## src/rtl/change_dispenser_pkg.sv

```systemverilog
// Shared coin/state encodings and coin-selection helper for the change dispenser.
package vm_pkg;

    typedef enum logic [1:0] {
        COIN_NONE = 2'b00,
        COIN_5    = 2'b01,
        COIN_10   = 2'b10
    } coin_t;

    typedef enum logic [1:0] {
        IDLE  = 2'b00,
        ISSUE = 2'b01,
        DONE  = 2'b10,
        ERR   = 2'b11
    } chg_state_t;

    localparam int VAL_5  = 5;
    localparam int VAL_10 = 10;

    // Largest available coin not exceeding the amount owed; NONE means stock-out.
    function automatic coin_t pick_coin(input logic ge_ten, input logic ten_ok, input logic five_ok);
        if (ge_ten && ten_ok) begin
            return COIN_10;
        end else if (five_ok) begin
            return COIN_5;
        end else begin
            return COIN_NONE;
        end
    endfunction

endpackage

```

## src/rtl/change_dispenser_ack_timer.sv

```systemverilog
// Counts consecutive unacknowledged coin cycles; expired flags the ACK_TIMEOUT-th one.
module change_ack_timer #(
    parameter int ACK_TIMEOUT = 16
) (
    input  logic clk,
    input  logic reset_n,
    input  logic clear,
    input  logic enable,
    output logic expired
);
    localparam int TW = $clog2(ACK_TIMEOUT + 1);

    logic [TW-1:0] count_r;

    assign expired = enable && (count_r == TW'(ACK_TIMEOUT - 1));

    // Wait counter, restarted on every acknowledge or when no coin is shown.
    always_ff @(posedge clk) begin
        if (!reset_n) begin
            count_r <= '0;
        end else if (clear || expired) begin
            count_r <= '0;
        end else if (enable) begin
            count_r <= count_r + 1'b1;
        end else begin
            count_r <= count_r;
        end
    end

endmodule

```

## src/rtl/change_dispenser.sv

```systemverilog
// Refund payout FSM issuing 10/5 coins to the hopper. Optional finite coin stock
// is enabled by defining CHANGE_STOCK_EN.
module change_dispenser
    import vm_pkg::*;
#(
    parameter int AMT_W       = 8,
    parameter int ACK_TIMEOUT = 16
`ifdef CHANGE_STOCK_EN
    ,
    parameter int STOCK_W     = 6,
    parameter int TEN_INIT    = 20,
    parameter int FIVE_INIT   = 20
`endif
) (
    input  logic             clk,
    input  logic             reset_n,
    input  logic             req_valid,
    output logic             req_ready,
    input  logic [AMT_W-1:0] req_amount,
    output logic [1:0]       coin_out,
    output logic             coin_valid,
    input  logic             coin_ack,
    output logic             busy,
    output logic             done,
    output logic             error,
    output logic [AMT_W-1:0] remaining,
    input  logic             stock_refill,
    output logic             ten_empty,
    output logic             five_empty
);

    chg_state_t       state_r, state_s;
    coin_t            coin_s;
    logic [AMT_W-1:0] rem_s;
    logic [AMT_W-1:0] coin_val_s;
    logic             acked_s;
    logic             expired_s;
    logic             ten_ok_s;
    logic             five_ok_s;

    assign acked_s    = coin_valid && coin_ack;
    assign coin_val_s = (coin_out == COIN_10) ? AMT_W'(VAL_10) : AMT_W'(VAL_5);

    change_ack_timer #(.ACK_TIMEOUT(ACK_TIMEOUT)) u_timer (
        .clk     (clk),
        .reset_n (reset_n),
        .clear   (!coin_valid || coin_ack),
        .enable  (coin_valid && !coin_ack),
        .expired (expired_s)
    );

`ifdef CHANGE_STOCK_EN
    logic [STOCK_W-1:0] ten_stock_r, five_stock_r;
    logic [STOCK_W-1:0] ten_nxt_s, five_nxt_s;
    logic               ten_dec_s, five_dec_s;

    assign ten_dec_s  = acked_s && (coin_out == COIN_10);
    assign five_dec_s = acked_s && (coin_out == COIN_5);
    // Availability is judged on the stock left after the coin being acked now.
    assign ten_ok_s   = ten_stock_r > STOCK_W'(ten_dec_s);
    assign five_ok_s  = five_stock_r > STOCK_W'(five_dec_s);

    // Next stock: refill only while idle, otherwise consume acked coins.
    always_comb begin
        ten_nxt_s  = ten_stock_r;
        five_nxt_s = five_stock_r;
        if ((state_r == IDLE) && stock_refill) begin
            ten_nxt_s  = STOCK_W'(TEN_INIT);
            five_nxt_s = STOCK_W'(FIVE_INIT);
        end else begin
            ten_nxt_s  = ten_stock_r - STOCK_W'(ten_dec_s);
            five_nxt_s = five_stock_r - STOCK_W'(five_dec_s);
        end
    end

    // Stock counters and their registered empty flags.
    always_ff @(posedge clk) begin
        if (!reset_n) begin
            ten_stock_r  <= STOCK_W'(TEN_INIT);
            five_stock_r <= STOCK_W'(FIVE_INIT);
            ten_empty    <= (TEN_INIT == 0);
            five_empty   <= (FIVE_INIT == 0);
        end else begin
            ten_stock_r  <= ten_nxt_s;
            five_stock_r <= five_nxt_s;
            ten_empty    <= (ten_nxt_s == '0);
            five_empty   <= (five_nxt_s == '0);
        end
    end
`else
    logic stock_refill_unused;

    assign stock_refill_unused = stock_refill;
    assign ten_ok_s   = 1'b1;
    assign five_ok_s  = 1'b1;
    assign ten_empty  = 1'b0;
    assign five_empty = 1'b0;
`endif

    // Next state, amount still owed and the coin to present next cycle.
    always_comb begin
        state_s = state_r;
        rem_s   = remaining;
        coin_s  = COIN_NONE;
        case (state_r)
            IDLE: begin
                if (req_valid) begin
                    rem_s = req_amount;
                    if ((req_amount % AMT_W'(VAL_5)) != '0) begin
                        state_s = ERR;
                    end else if (req_amount == '0) begin
                        state_s = DONE;
                    end else begin
                        coin_s  = pick_coin(req_amount >= AMT_W'(VAL_10), ten_ok_s, five_ok_s);
                        state_s = (coin_s == COIN_NONE) ? ERR : ISSUE;
                    end
                end else begin
                    state_s = IDLE;
                end
            end
            ISSUE: begin
                if (acked_s) begin
                    rem_s = remaining - coin_val_s;
                    if (rem_s == '0) begin
                        state_s = DONE;
                    end else begin
                        coin_s  = pick_coin(rem_s >= AMT_W'(VAL_10), ten_ok_s, five_ok_s);
                        state_s = (coin_s == COIN_NONE) ? ERR : ISSUE;
                    end
                end else if (expired_s) begin
                    state_s = ERR;
                end else begin
                    coin_s  = coin_t'(coin_out);
                    state_s = ISSUE;
                end
            end
            DONE:    state_s = IDLE;
            ERR:     state_s = IDLE;
            default: state_s = IDLE;
        endcase
    end

    // State and all outputs registered from the next-state decision.
    always_ff @(posedge clk) begin
        if (!reset_n) begin
            state_r    <= IDLE;
            req_ready  <= 1'b1;
            coin_out   <= COIN_NONE;
            coin_valid <= 1'b0;
            busy       <= 1'b0;
            done       <= 1'b0;
            error      <= 1'b0;
            remaining  <= '0;
        end else begin
            state_r    <= state_s;
            req_ready  <= (state_s == IDLE);
            coin_out   <= (state_s == ISSUE) ? coin_s : COIN_NONE;
            coin_valid <= (state_s == ISSUE);
            busy       <= (state_s == ISSUE);
            done       <= (state_s == DONE);
            error      <= (state_s == ERR);
            remaining  <= rem_s;
        end
    end

endmodule
```

## config.mk

```make
export PLATFORM = sky130hd
export DESIGN_NAME = change_dispenser
export DESIGN_NICKNAME = d
export VERILOG_FILES = /design/src/rtl/change_dispenser_pkg.sv /design/src/rtl/change_dispenser_ack_timer.sv /design/src/rtl/change_dispenser.sv
export SDC_FILE = /design/constraint.sdc
export NUM_CORES = 1
export LEC_CHECK = 0
export ABC_AREA = 1
export BUFFER_PORTS_ARGS = -buffer_cell sky130_fd_sc_hd__buf_2
export CORE_AREA = 2 2 62 58
export DETAILED_ROUTE_END_ITERATION = 8
export DIE_AREA = 0 0 64 60
export PLACE_DENSITY = 0.88
export SETUP_SLACK_MARGIN = 0.1
export SLEW_MARGIN = 20
export SYNTH_ARGS = -nofsm -noshare
export SYNTH_HDL_FRONTEND = slang
export SYNTH_SLANG_ARGS = --single-unit
```

## constraint.sdc

```tcl
create_clock -name clk -period 3.04 [get_ports clk]
set_input_delay 0.152 -clock clk [delete_from_list [all_inputs] [get_ports clk]]
set_output_delay 0.152 -clock clk [all_outputs]
set_load 0.005 [all_outputs]
```

; ---- Word level (Yosys, flattened, before mapping)
; Index checks and enable logic that the tools add are counted.
[totals]
regBits = 21
latch_bits = 0
ram_bits = 0
rom_bits = 0
inputBits = 13
mem_count = 0
[op_classes]
add_sub_neg = 2
mul = 0
div_mod_pow = 1
magnitude_cmp = 2
eq_ne = 11
shifts = 0
mux = 29
n_bitwise = 1
n_reduce_logical = 19
[op_table]
columns = cell, n
row1 = 2-bit 2-to-1 mux, 23
row2 = 8-bit by 4-bit >= comparator with 1-bit output (second input constant), 2
row3 = 8-bit logical NOT, 2
row4 = 8-bit 2-to-1 mux, 2
row5 = 8-bit one-hot mux with 2 select lines, 1
row6 = 2-bit == test (second input constant), 5
row7 = 2-bit logical NOT, 4
row8 = 8-bit by 3-bit modulo with 8-bit output (second input constant), 1
row9 = 8-bit nonzero test, 1
row10 = 8-bit by 4-bit subtractor with 8-bit output, 1
row11 = 2-bit one-hot mux with 3 select lines, 1
row12 = 5-bit by 1-bit adder with 5-bit output (second input constant), 1
row13 = 5-bit by 4-bit == test with 1-bit output (second input constant), 1
row14 = 2-bit by 1-bit == test with 1-bit output (second input constant), 2
row15 = 4-bit 2-to-1 mux, 1
row16 = 2-bit inequality test (second input constant), 2
row17 = 2-bit one-hot mux with 2 select lines, 1
row18 = 2-bit OR reduction, 2
row19 = 1-bit logical AND, 3
row20 = 3-bit by 2-bit inequality test with 1-bit output (second input constant), 1
row21 = 3-bit AND reduction, 1
row22 = 1-bit logical NOT, 2
row23 = 1-bit logical OR, 2
row24 = 2-bit AND reduction, 1
row25 = other kinds (2), 2

; ---- Depth between registers and ports, before layout
; Gate-level depths: netlist of the first run.
[depth]
word_depth = 15
depth_mapped = 32

; ---- Hierarchy
; From an unflattened synthesis of the first run, not the netlist that was laid out.
[unflattened]
cells_unflattened = 285
hier_area_um2 = 1860.5
[modules_own_cells]
columns = module, n_inst, cells_each, area_per_inst_um2
row1 = change_dispenser, 1, 252, 1611.5
row2 = change_ack_timer, 1, 33, 249.0

; ---- Worst setup path before layout of the first run
; No wires, ideal clock.
[synth_timing]
kind = register to register
from = register coin_out[1]
to = register coin_out[0]
arrival_ps = 2504
setup_slack_ps = 424
stages_incl_launch_ff = 22
path_buffers = 0
period_less_slack_ps = 2616
path_cell_list = dfxtp_1 > inv_1 > nor2_1 > inv_1 > ha_1 > inv_1 > fa_1 > a21oi_1 > o21bai_1 > nor2_1 > nand2_1 > xnor2_1 > nor2_1 > nand3_1 > nor4_1 > nand2_1 > nand2_1 > o21ai_0 > inv_1 > nor2_1 > nand3_2 > nor2_1
[synth_between]
elab_chain_len = 15
[synth_rtl]
columns = element, line
row1 = from (decl), change_dispenser.sv:20  ; output logic [1:0] coin_out,
row2 = from (signal assigned), change_dispenser.sv:157  ; coin_out <= (state_s == ISSUE) ? coin_s : COIN_NONE;
row3 = 2-bit == test (*), change_dispenser.sv:42  ; assign coin_val_s = (coin_out == COIN_10) ? AMT_W'(VAL_10) : AMT_W'(VAL_5);
row4 = 4-bit 2-to-1 mux (*), change_dispenser.sv:42
row5 = 8-bit by 4-bit subtractor with 8-bit output (*), change_dispenser.sv:123  ; rem_s = remaining - coin_val_s;
row6 = 8-bit by 4-bit >= comparator with 1-bit output, change_dispenser.sv:127  ; coin_s = pick_coin(rem_s >= AMT_W'(VAL_10), ten_ok_s, five_ok_s);
row7 = 2-bit 2-to-1 mux, change_dispenser_pkg.sv:22  ; if (ge_ten && ten_ok) begin
row8 = 2-bit 2-to-1 mux, change_dispenser.sv:124  ; if (rem_s == '0) begin
row9 = 2-bit 2-to-1 mux, change_dispenser.sv:122  ; if (acked_s) begin
row10 = 2-bit 2-to-1 mux, change_dispenser.sv:105  ; case (state_r)
row11 = 2-bit logical NOT, change_dispenser.sv:128  ; state_s = (coin_s == COIN_NONE) ? ERR : ISSUE;
row12 = 2-bit 2-to-1 mux, change_dispenser.sv:128
row13 = 2-bit 2-to-1 mux, change_dispenser.sv:124
row14 = 2-bit 2-to-1 mux, change_dispenser.sv:122
row15 = 2-bit one-hot mux with 3 select lines, change_dispenser.sv:105
row16 = 2-bit by 1-bit == test with 1-bit output, change_dispenser.sv:157
row17 = 2-bit AND reduction (no line), --
; Mark *: on every way between the ends. The rest lies on a longest branch, timed or not. The select of a mux whose other input is x is not followed.
; A chain may end at the register's enable or synchronous reset.

; ---- Final worst setup path of the first run
[layout_timing]
from = register coin_out[1]
to = register busy
[layout_between]
elab_chain_len = 14
[layout_rtl]
columns = element, line
row1 = 2-bit == test (*), change_dispenser.sv:42
row2 = 4-bit 2-to-1 mux (*), change_dispenser.sv:42
row3 = 8-bit by 4-bit subtractor with 8-bit output (*), change_dispenser.sv:123
row4 = 8-bit by 4-bit >= comparator with 1-bit output, change_dispenser.sv:127
row5 = 2-bit 2-to-1 mux, change_dispenser_pkg.sv:22
row6 = 2-bit 2-to-1 mux, change_dispenser.sv:124
row7 = 2-bit 2-to-1 mux, change_dispenser.sv:122
row8 = 2-bit 2-to-1 mux, change_dispenser.sv:105
row9 = 2-bit logical NOT, change_dispenser.sv:128
row10 = 2-bit 2-to-1 mux, change_dispenser.sv:128
row11 = 2-bit 2-to-1 mux (*), change_dispenser.sv:124
row12 = 2-bit 2-to-1 mux (*), change_dispenser.sv:122
row13 = 2-bit one-hot mux with 3 select lines (*), change_dispenser.sv:105
row14 = 2-bit by 1-bit == test with 1-bit output (*), change_dispenser.sv:159  ; busy <= (state_s == ISSUE);
row15 = to (signal assigned), change_dispenser.sv:159
row16 = to (decl), change_dispenser.sv:23  ; output logic busy,
; Marks and branches as above.

==> out/qor.yml, run 1 <==
power_and_ir_drop:
  p_clk_share_pct: 14.4
  vdd_drop_max_mv: 0.2501
  p_leak_nw: 1.053
  switching_share_pct: 41.43
  p_switching_mw: 0.3771
  p_seq_share_pct: 35.2
  p_per_area_nw_per_um2: 443.3
  pwr-share-comb_pct: 50.4
  p_int_mw: 0.5331
clocking:
  htreeDepth: 1
  cts_root_buffer: "clkbuf_4"
  postCtsHoldBufs: 0
  ctsLongestPathBuffers: 2
  cts_buffers: 3
  clock-sinks: 21
  clkTransAtPathRegs_ps: 120
  cts_tree: "built"
  clock_latency_ps: 300
worst_setup_path:
  critPathMaxStageDelay_ps: 370
  end_kind: "flip-flop"
  regToRegStartpoint: "coin_out[1]$_SDFFE_PN0P_"
  required_ps: 3240
  path_max_fanout: 3
  cp_cell_sequence: "inv_2 -> nor2_2 -> inv_2 -> ha_4 -> inv_2 -> fa_2 -> a21oi_2 -> o21bai_2 -> nor2_1 -> nand2_1 -> xnor2_2 -> nor2_1 -> nand3_1 -> nor4_2 -> nand2_1 -> nand2_1 -> o21ai_2 -> inv_2 -> nor2_2 -> nand3_2 -> inv_1"
  rr_worst_depth: 21
  reg2reg_slack_ps: 170
  crit_buf_inv: 5
  slowest_stage: "fa_2"
  cp-start-kind: "flip-flop"
  cp_data_arrival_time_ps: 3070
  rr_endpoint: "busy$_SDFF_PN0_"
  critical_path_class: "reg -> reg"
  critPathTopFamily: "simple AND/OR/NAND/NOR gates"
  crit_top_cell: "inv_2"
logic_synthesis:
  ys_warn_count: 0
  synth_ff_type: "dfxtp_1"
  yosysTopAreaCellShare_pct: 24.40
  synth_enable_flop_cells: 0
  synthTopCellsByArea: "dfxtp_1, nand2_1, inv_1, nor2_1, ha_1"
  synth-seq-cells: 21
  netlist_area_um2: 1723
  ys_seq_area_share_pct: 24.40
  syn_avg_cell_area_um2: 6.453
  ys_types: 35
  synth_top_area_cell: "dfxtp_1"
  synth_most_common_cell: "nand2_1"
  synthArstFlopShare_pct: 0
  synth_cells: 267
  synthTopCellsByCount: "nand2_1, inv_1, nor2_1"
place:
  routabilityCongestion: 0.8557
  place_hpwl_um: 2841
  portBuffers: 26
detailed_routing:
  vias: 1724
  wl_per_cell_um: 10.88
  viasPerCell: 5.012
  dr.pass1.iters: 4
  wl_um: 3744
  drt_iter0_drc: 57
  ant_nets: 0
  drc_errors: 0
min_path:
  hold_path.class: "in -> reg"
  min-delay-start: "reset_n"
  holdPathStages: 2
  min_to: "req_ready$_SDFF_PN1_"
layout:
  drive_above_1_share_pct: 31.00
  antenna_cells: 0
  finish.utilization_pct: 63.60
  nets: 323
  syn_to_final_growth_pct: 19.17
global_route:
  antenna_found_initial: 0
  first_global_vias: 1563
  grt_pass1_wl_um: 6320
  grt_usage_pct: 20.28
  grt-ovfl-total: 0
  grt_max_degree: 12
outcome:
  outcome: "completed"
sta:
  setup_viol: 0
  skew_ps: 12.97
  drv_slew: 0
  worst_slew_pin_slew_ps: 516.3
  finalHoldWorstSlack_ps: 119.4
  hold_viol: 0
  timing.final.crit_share_pct: 94.32
  rsz0062_at_grt: "yes"
  slew-limit-headroom_pct: 65.26
  fin_crit_ps: 2867
  fmax_ghz: 0.3487
flow_run:
  cap_violations: 0
die:
  die_h_um: 60
  core_um2: 3228
  dieArea_um2: 3840
  initial_core_util_pct: 53.37
  row_count: 20
  io_pins: 30
  die-width_um: 64
[power by group through the flow]
stage	logic (mW)	clock network [mW]	registers (mW)
global route	0.522	0.146	0.325
detailed placement	0.399	0	0.325
finish	0.459	0.131	0.321
CTS	0.403	0.135	0.319
floorplan	0.312	0	0.325
global placement	0.387	0	0.324
[stage by stage]
step           std cells  power, mW  setup WS (ps)  cell area, um2  setup TNS, ps
6_report             344     0.9103          172.6            2053              0
5_1_grt              344     0.9927         -56.67            2053         -160.3
4_1_cts              338     0.8576          106.7            1926              0
3_5_place_dp         334     0.7243          7.114            1893              0
3_3_place_gp         334     0.7115          93.75            1893              0
2_1_floorplan        268     0.6370          424.0            1727              0
[placed cells by master, fill, tap and decap left out, drive strengths merged]
cell type,count
nand2,73
o211ai,2
nor3b,1
clkbuf,5
xor2,6
a31oi,3
ha,8
nor4,3
o21bai,1
a21oi,13
nand4,5
dfxtp,21
nand3b,3
xnor2,1
nand3,22
clkinv,1
o22ai,1
fa,1
o21ai,13
inv,45
o221a,1
buf,33
conb,2
nor3,2
o2111ai,1
nor2,33
[flip-flops by register name, indices dropped and copies added, names as in the netlist]
| signal | count |
|---|---|
| remaining | 8 |
| u_timer.count_r | 5 |
| busy | 1 |
| done | 1 |
| state_r | 2 |
| error | 1 |
| coin_out | 2 |
| req_ready | 1 |
[how the worst max path moves through the flow]
| stage | startpoint | endpoint | slack (ps) | cells past startpoint |
|---|---|---|---|---|
| floorplan | coin_out[1]$_SDFFE_PN0P_ | coin_out[0]$_SDFFE_PN0P_ | 420 | 21 |
| global placement | req_amount[5] | done$_SDFF_PN0_ | 90 | 26 |
| detailed placement | req_amount[7] | done$_SDFF_PN0_ | 7 | 30 |
| CTS | coin_out[1]$_SDFFE_PN0P_ | coin_out[0]$_SDFFE_PN0P_ | 110 | 21 |
| global route | coin_out[1]$_SDFFE_PN0P_ | coin_out[1]$_SDFFE_PN0P_ | -60 | 21 |
| finish | coin_out[1]$_SDFFE_PN0P_ | busy$_SDFF_PN0_ | 170 | 21 |
[logic make-up after synthesis]
logic type      count (synthesis)  share of synthesized area (%)
buf+inv                        52                          11.98
fa+ha+maj                       9                          6.972
simple gates                  142                          41.18
compound gates                 35                          11.69
flops                          21                          24.40
xor+xnor                        7                          3.559
other cells                     1                         0.2177
[routing by layer]
| layer | vias to the layer above | track usage (%) | wire length (um) |
|---|---|---|---|
| met5 | - | 0 | 0 |
| met4 | 0 | 4.348 | 0 |
| met3 | 0 | 3.955 | 124 |
| met2 | 30 | 35.71 | 1888 |
| met1 | 775 | 25.93 | 1731 |
| li1 | 919 | - | - |
[final cells by class]
class,instances,area [um2]
multi-input cells,195,1184
fillers,277,1175
flip-flops and latches,21,422.9
repair buffers,34,192.7
inverters,46,172.7
well taps,44,55.05
clock buffers,4,26.28
[what timing repair did]
action                                  4_1_cts  5_1_grt
pin swaps                                     0       16
endpoints found under the setup margin        3        8
gates resized for setup                       2       26
setup buffers                                 0        6
No activity file was read; power rests on OpenSTA's default activity.
==> inputs of run 2 (changes only) <==
--- a/config.mk
+++ b/config.mk
@@ -7,9 +7,10 @@
 export LEC_CHECK = 0
 export ABC_AREA = 1
 export BUFFER_PORTS_ARGS = -buffer_cell sky130_fd_sc_hd__buf_2
-export CORE_AREA = 2 2 62 58
+export CORE_AREA = 3 3 63 59
 export DETAILED_ROUTE_END_ITERATION = 8
-export DIE_AREA = 0 0 64 60
+export DIE_AREA = 0 0 66 62
+export GPL_TIMING_DRIVEN = 0
 export PLACE_DENSITY = 0.88
 export SETUP_SLACK_MARGIN = 0.1
 export SLEW_MARGIN = 20
==> run 2 against run 1 <==
Die area grew 6.6%. Global-route usage shrank 1.8 points. Via count grew 3.0%. Worst setup slack gained 91 ps. Largest power group unchanged. Non-clock buffer count grew 3. Highest routed layer is now met4. Clock skew shrank 11 ps. Flip-flop and latch count is the same. Routed wire length grew 4.4%. Register-to-register slack gained 90 ps. First-iteration DRC count grew 100%.
==> out/qor.yml, run 2 (same netlist as run 1, synthesis figures left out) <==
die:
  dieArea_um2: 4092  # was 3840 um2
  die_h_um: 62  # was 60 um
  io_pins: 30  # unchanged
  die-width_um: 66  # was 64 um
  row_count: 19  # was 20
  initial_core_util_pct: 56.18  # was 53.37%
  core_um2: 3067  # was 3228 um2
worst_setup_path:
  slowest_stage: "fa_2"  # unchanged
  reg2reg_slack_ps: 260  # was 170 ps
  rr_worst_depth: 20  # was 21
  required_ps: 3290  # was 3240 ps
  rr_endpoint: "done$_SDFF_PN0_"  # was busy$_SDFF_PN0_
  regToRegStartpoint: "coin_out[1]$_SDFFE_PN0P_"  # unchanged
  end_kind: "flip-flop"  # unchanged
  cp_cell_sequence: "inv_2 -> nor2_2 -> inv_2 -> ha_2 -> inv_1 -> fa_2 -> a21oi_2 -> o21bai_2 -> nor2_1 -> nand2_1 -> xnor2_1 -> nor2_1 -> nand3_1 -> nor4_2 -> nand2_1 -> nand2_1 -> nand2_1 -> nand2_1 -> nand2_1 -> nor2_1"  # was inv_2 -> nor2_2 -> inv_2 -> ha_4 -> inv_2 -> fa_2 -> a21oi_2 -> o21bai_2 -> nor2_1 -> nand2_1 -> xnor2_2 -> nor2_1 -> nand3_1 -> nor4_2 -> nand2_1 -> nand2_1 -> o21ai_2 -> inv_2 -> nor2_2 -> nand3_2 -> inv_1
  crit_top_cell: "nand2_1"  # was inv_2
  critPathTopFamily: "simple AND/OR/NAND/NOR gates"  # unchanged
  crit_buf_inv: 3  # was 5
  critPathMaxStageDelay_ps: 380  # was 370 ps
  critical_path_class: "reg -> reg"  # unchanged
  cp-start-kind: "flip-flop"  # unchanged
  cp_data_arrival_time_ps: 3030  # was 3070 ps
  path_max_fanout: 4  # was 3
clocking:
  htreeDepth: 1  # unchanged
  clock-sinks: 21  # unchanged
  postCtsHoldBufs: 0  # unchanged
  ctsLongestPathBuffers: 2  # unchanged
  clock_latency_ps: 300  # about the same
  cts_buffers: 3  # unchanged
  cts_tree: "built"  # unchanged
  cts_root_buffer: "clkbuf_4"  # unchanged
  clkTransAtPathRegs_ps: 110  # was 120 ps
sta:
  setup_viol: 0  # unchanged
  rsz0062_at_grt: "no"  # was yes
  timing.final.crit_share_pct: 91.33  # was 94.32%
  hold_viol: 0  # unchanged
  drv_slew: 0  # unchanged
  fin_crit_ps: 2776  # was 2867 ps
  fmax_ghz: 0.3602  # was 0.3487 GHz
  skew_ps: 2.421  # was 12.97 ps
power_and_ir_drop:
  power_mw: 0.8943  # was 0.9103 mW
  p_per_area_nw_per_um2: 442.6  # was 443.3 nW/um2
  vdd_drop_max_mv: 0.3673  # was 0.2501 mV
  p_leak_nw: 1.046  # was 1.053 nW
layout:
  top_register: "remaining"  # unchanged
  largest_reg_flops: 8  # unchanged
  nets: 326  # was 323
  layout_commonest_cell: "nand2_1"  # unchanged
  syn_to_final_growth_pct: 17.28  # was 19.17%
  drive_above_1_share_pct: 28.38  # was 31.00%
  final_cell_mix: "nand2_1, inv_1, nor2_1, buf_2, dfxtp_1"  # unchanged
  instances_no_fill: 345  # was 344
  antenna_cells: 0  # unchanged
  reg_top3: "remaining x8, u_timer.count_r x5"  # unchanged
global_route:
  grt_pass1_wl_um: 5954  # was 6320 um
  grt_usage_pct: 18.47  # was 20.28%
  antenna_found_initial: 0  # unchanged
  first_global_vias: 1460  # was 1563
  grt_max_degree: 12  # unchanged
  grt-ovfl-total: 0  # unchanged
min_path:
  min-delay-start: "coin_ack"  # was reset_n
  hold_path.class: "in -> reg"  # unchanged
  holdPathStages: 4  # was 2
  min_to: "u_timer.count_r[3]$_SDFFE_PP0P_"  # was req_ready$_SDFF_PN1_
outcome:
  outcome: "completed"  # unchanged
detailed_routing:
  drc_errors: 0  # unchanged
  viasPerCell: 5.145  # was 5.012
  wl_um: 3910  # was 3744 um
  ant_nets: 0  # unchanged
  dr.pass1.iters: 5  # was 4
  drt_iter0_drc: 114  # was 57
  vias: 1775  # was 1724
  wl_per_cell_um: 11.33  # was 10.88 um
place:
  portBuffers: 25  # was 26
  dp_cells: 335  # was 334
  place_hpwl_um: 2946  # was 2841 um
  routabilityCongestion: 0.8633  # was 0.8557
flow_run:
  cap_violations: 0  # unchanged
-- run 2: worst min-delay path: stages --
cell,delay [ps]
buf_2,100
nor4_1,60
o21ai_0,60
a21oi_1,40
-- run 2: layout make-up --
| type | instances | area (um2) |
|---|---|---|
| Inverter | 46 | 172.7 |
| Multi-Input combinational cell | 195 | 1142 |
| Fill cell | 261 | 1046 |
| Tap cell | 42 | 52.55 |
| Timing Repair Buffer | 31 | 170.2 |
| Sequential cell | 21 | 422.9 |
| Clock buffer | 4 | 26.28 |
| Buffer | 6 | 33.78 |
-- run 2: how the worst max path moves through the flow --
stage                                        start  slack (ps)                  endpoint  cells past startpoint
final                     coin_out[1]$_SDFFE_PN0P_         260           done$_SDFF_PN0_                     20
after global routing                 req_amount[5]          80     state_r[1]$_SDFF_PN0_                     26
after CTS                 coin_out[1]$_SDFFE_PN0P_         100  coin_out[1]$_SDFFE_PN0P_                     21
after detailed placement             req_amount[5]         -40           done$_SDFF_PN0_                     26
after global placement               req_amount[5]          60           done$_SDFF_PN0_                     26
after floorplan           coin_out[1]$_SDFFE_PN0P_         420  coin_out[0]$_SDFFE_PN0P_                     21
-- run 2: per-layer routing --
metal	vias up	track usage, %	wire [um]	part of all wire [%]
li1	928	-	-	-
met1	785	24.42	1728	44
met2	60	32.00	1896	48
met3	2	3.957	275	7.0
met4	0	2.899	10	0.26
met5	-	0	0	0
-- run 2: where the power goes --
group / switching, mW / total, mW / internal (mW) / leakage [nW]
Sequential: 0.0208 / 0.320 / 0.299 / 0.173
Clock: 0.0847 / 0.136 / 0.0512 / 0.0150
Combinational: 0.268 / 0.438 / 0.170 / 0.858
Total: 0.374 / 0.894 / 0.521 / 1.05
-- run 2: what timing repair did --
item,in CTS,in global routing
setup endpoints to repair,6,8
setup buffers,1,5
gates resized for setup,6,11
pin swaps,1,8
-- run 2: stage by stage --
stage	hold WS, ps	worst slack, ps	instance area [um2]	setup TNS, ps	util, %
floorplan	312.9	424.0	1727	0	-
global placement	430.3	62.01	1904	0	62.10
detailed placement	442.8	-41.39	1904	-164.8	62.10
CTS	140.1	100.8	1953	0	63.69
global route	143.3	81.00	2021	0	65.89
finish	140.5	263.6	2021	0	65.89
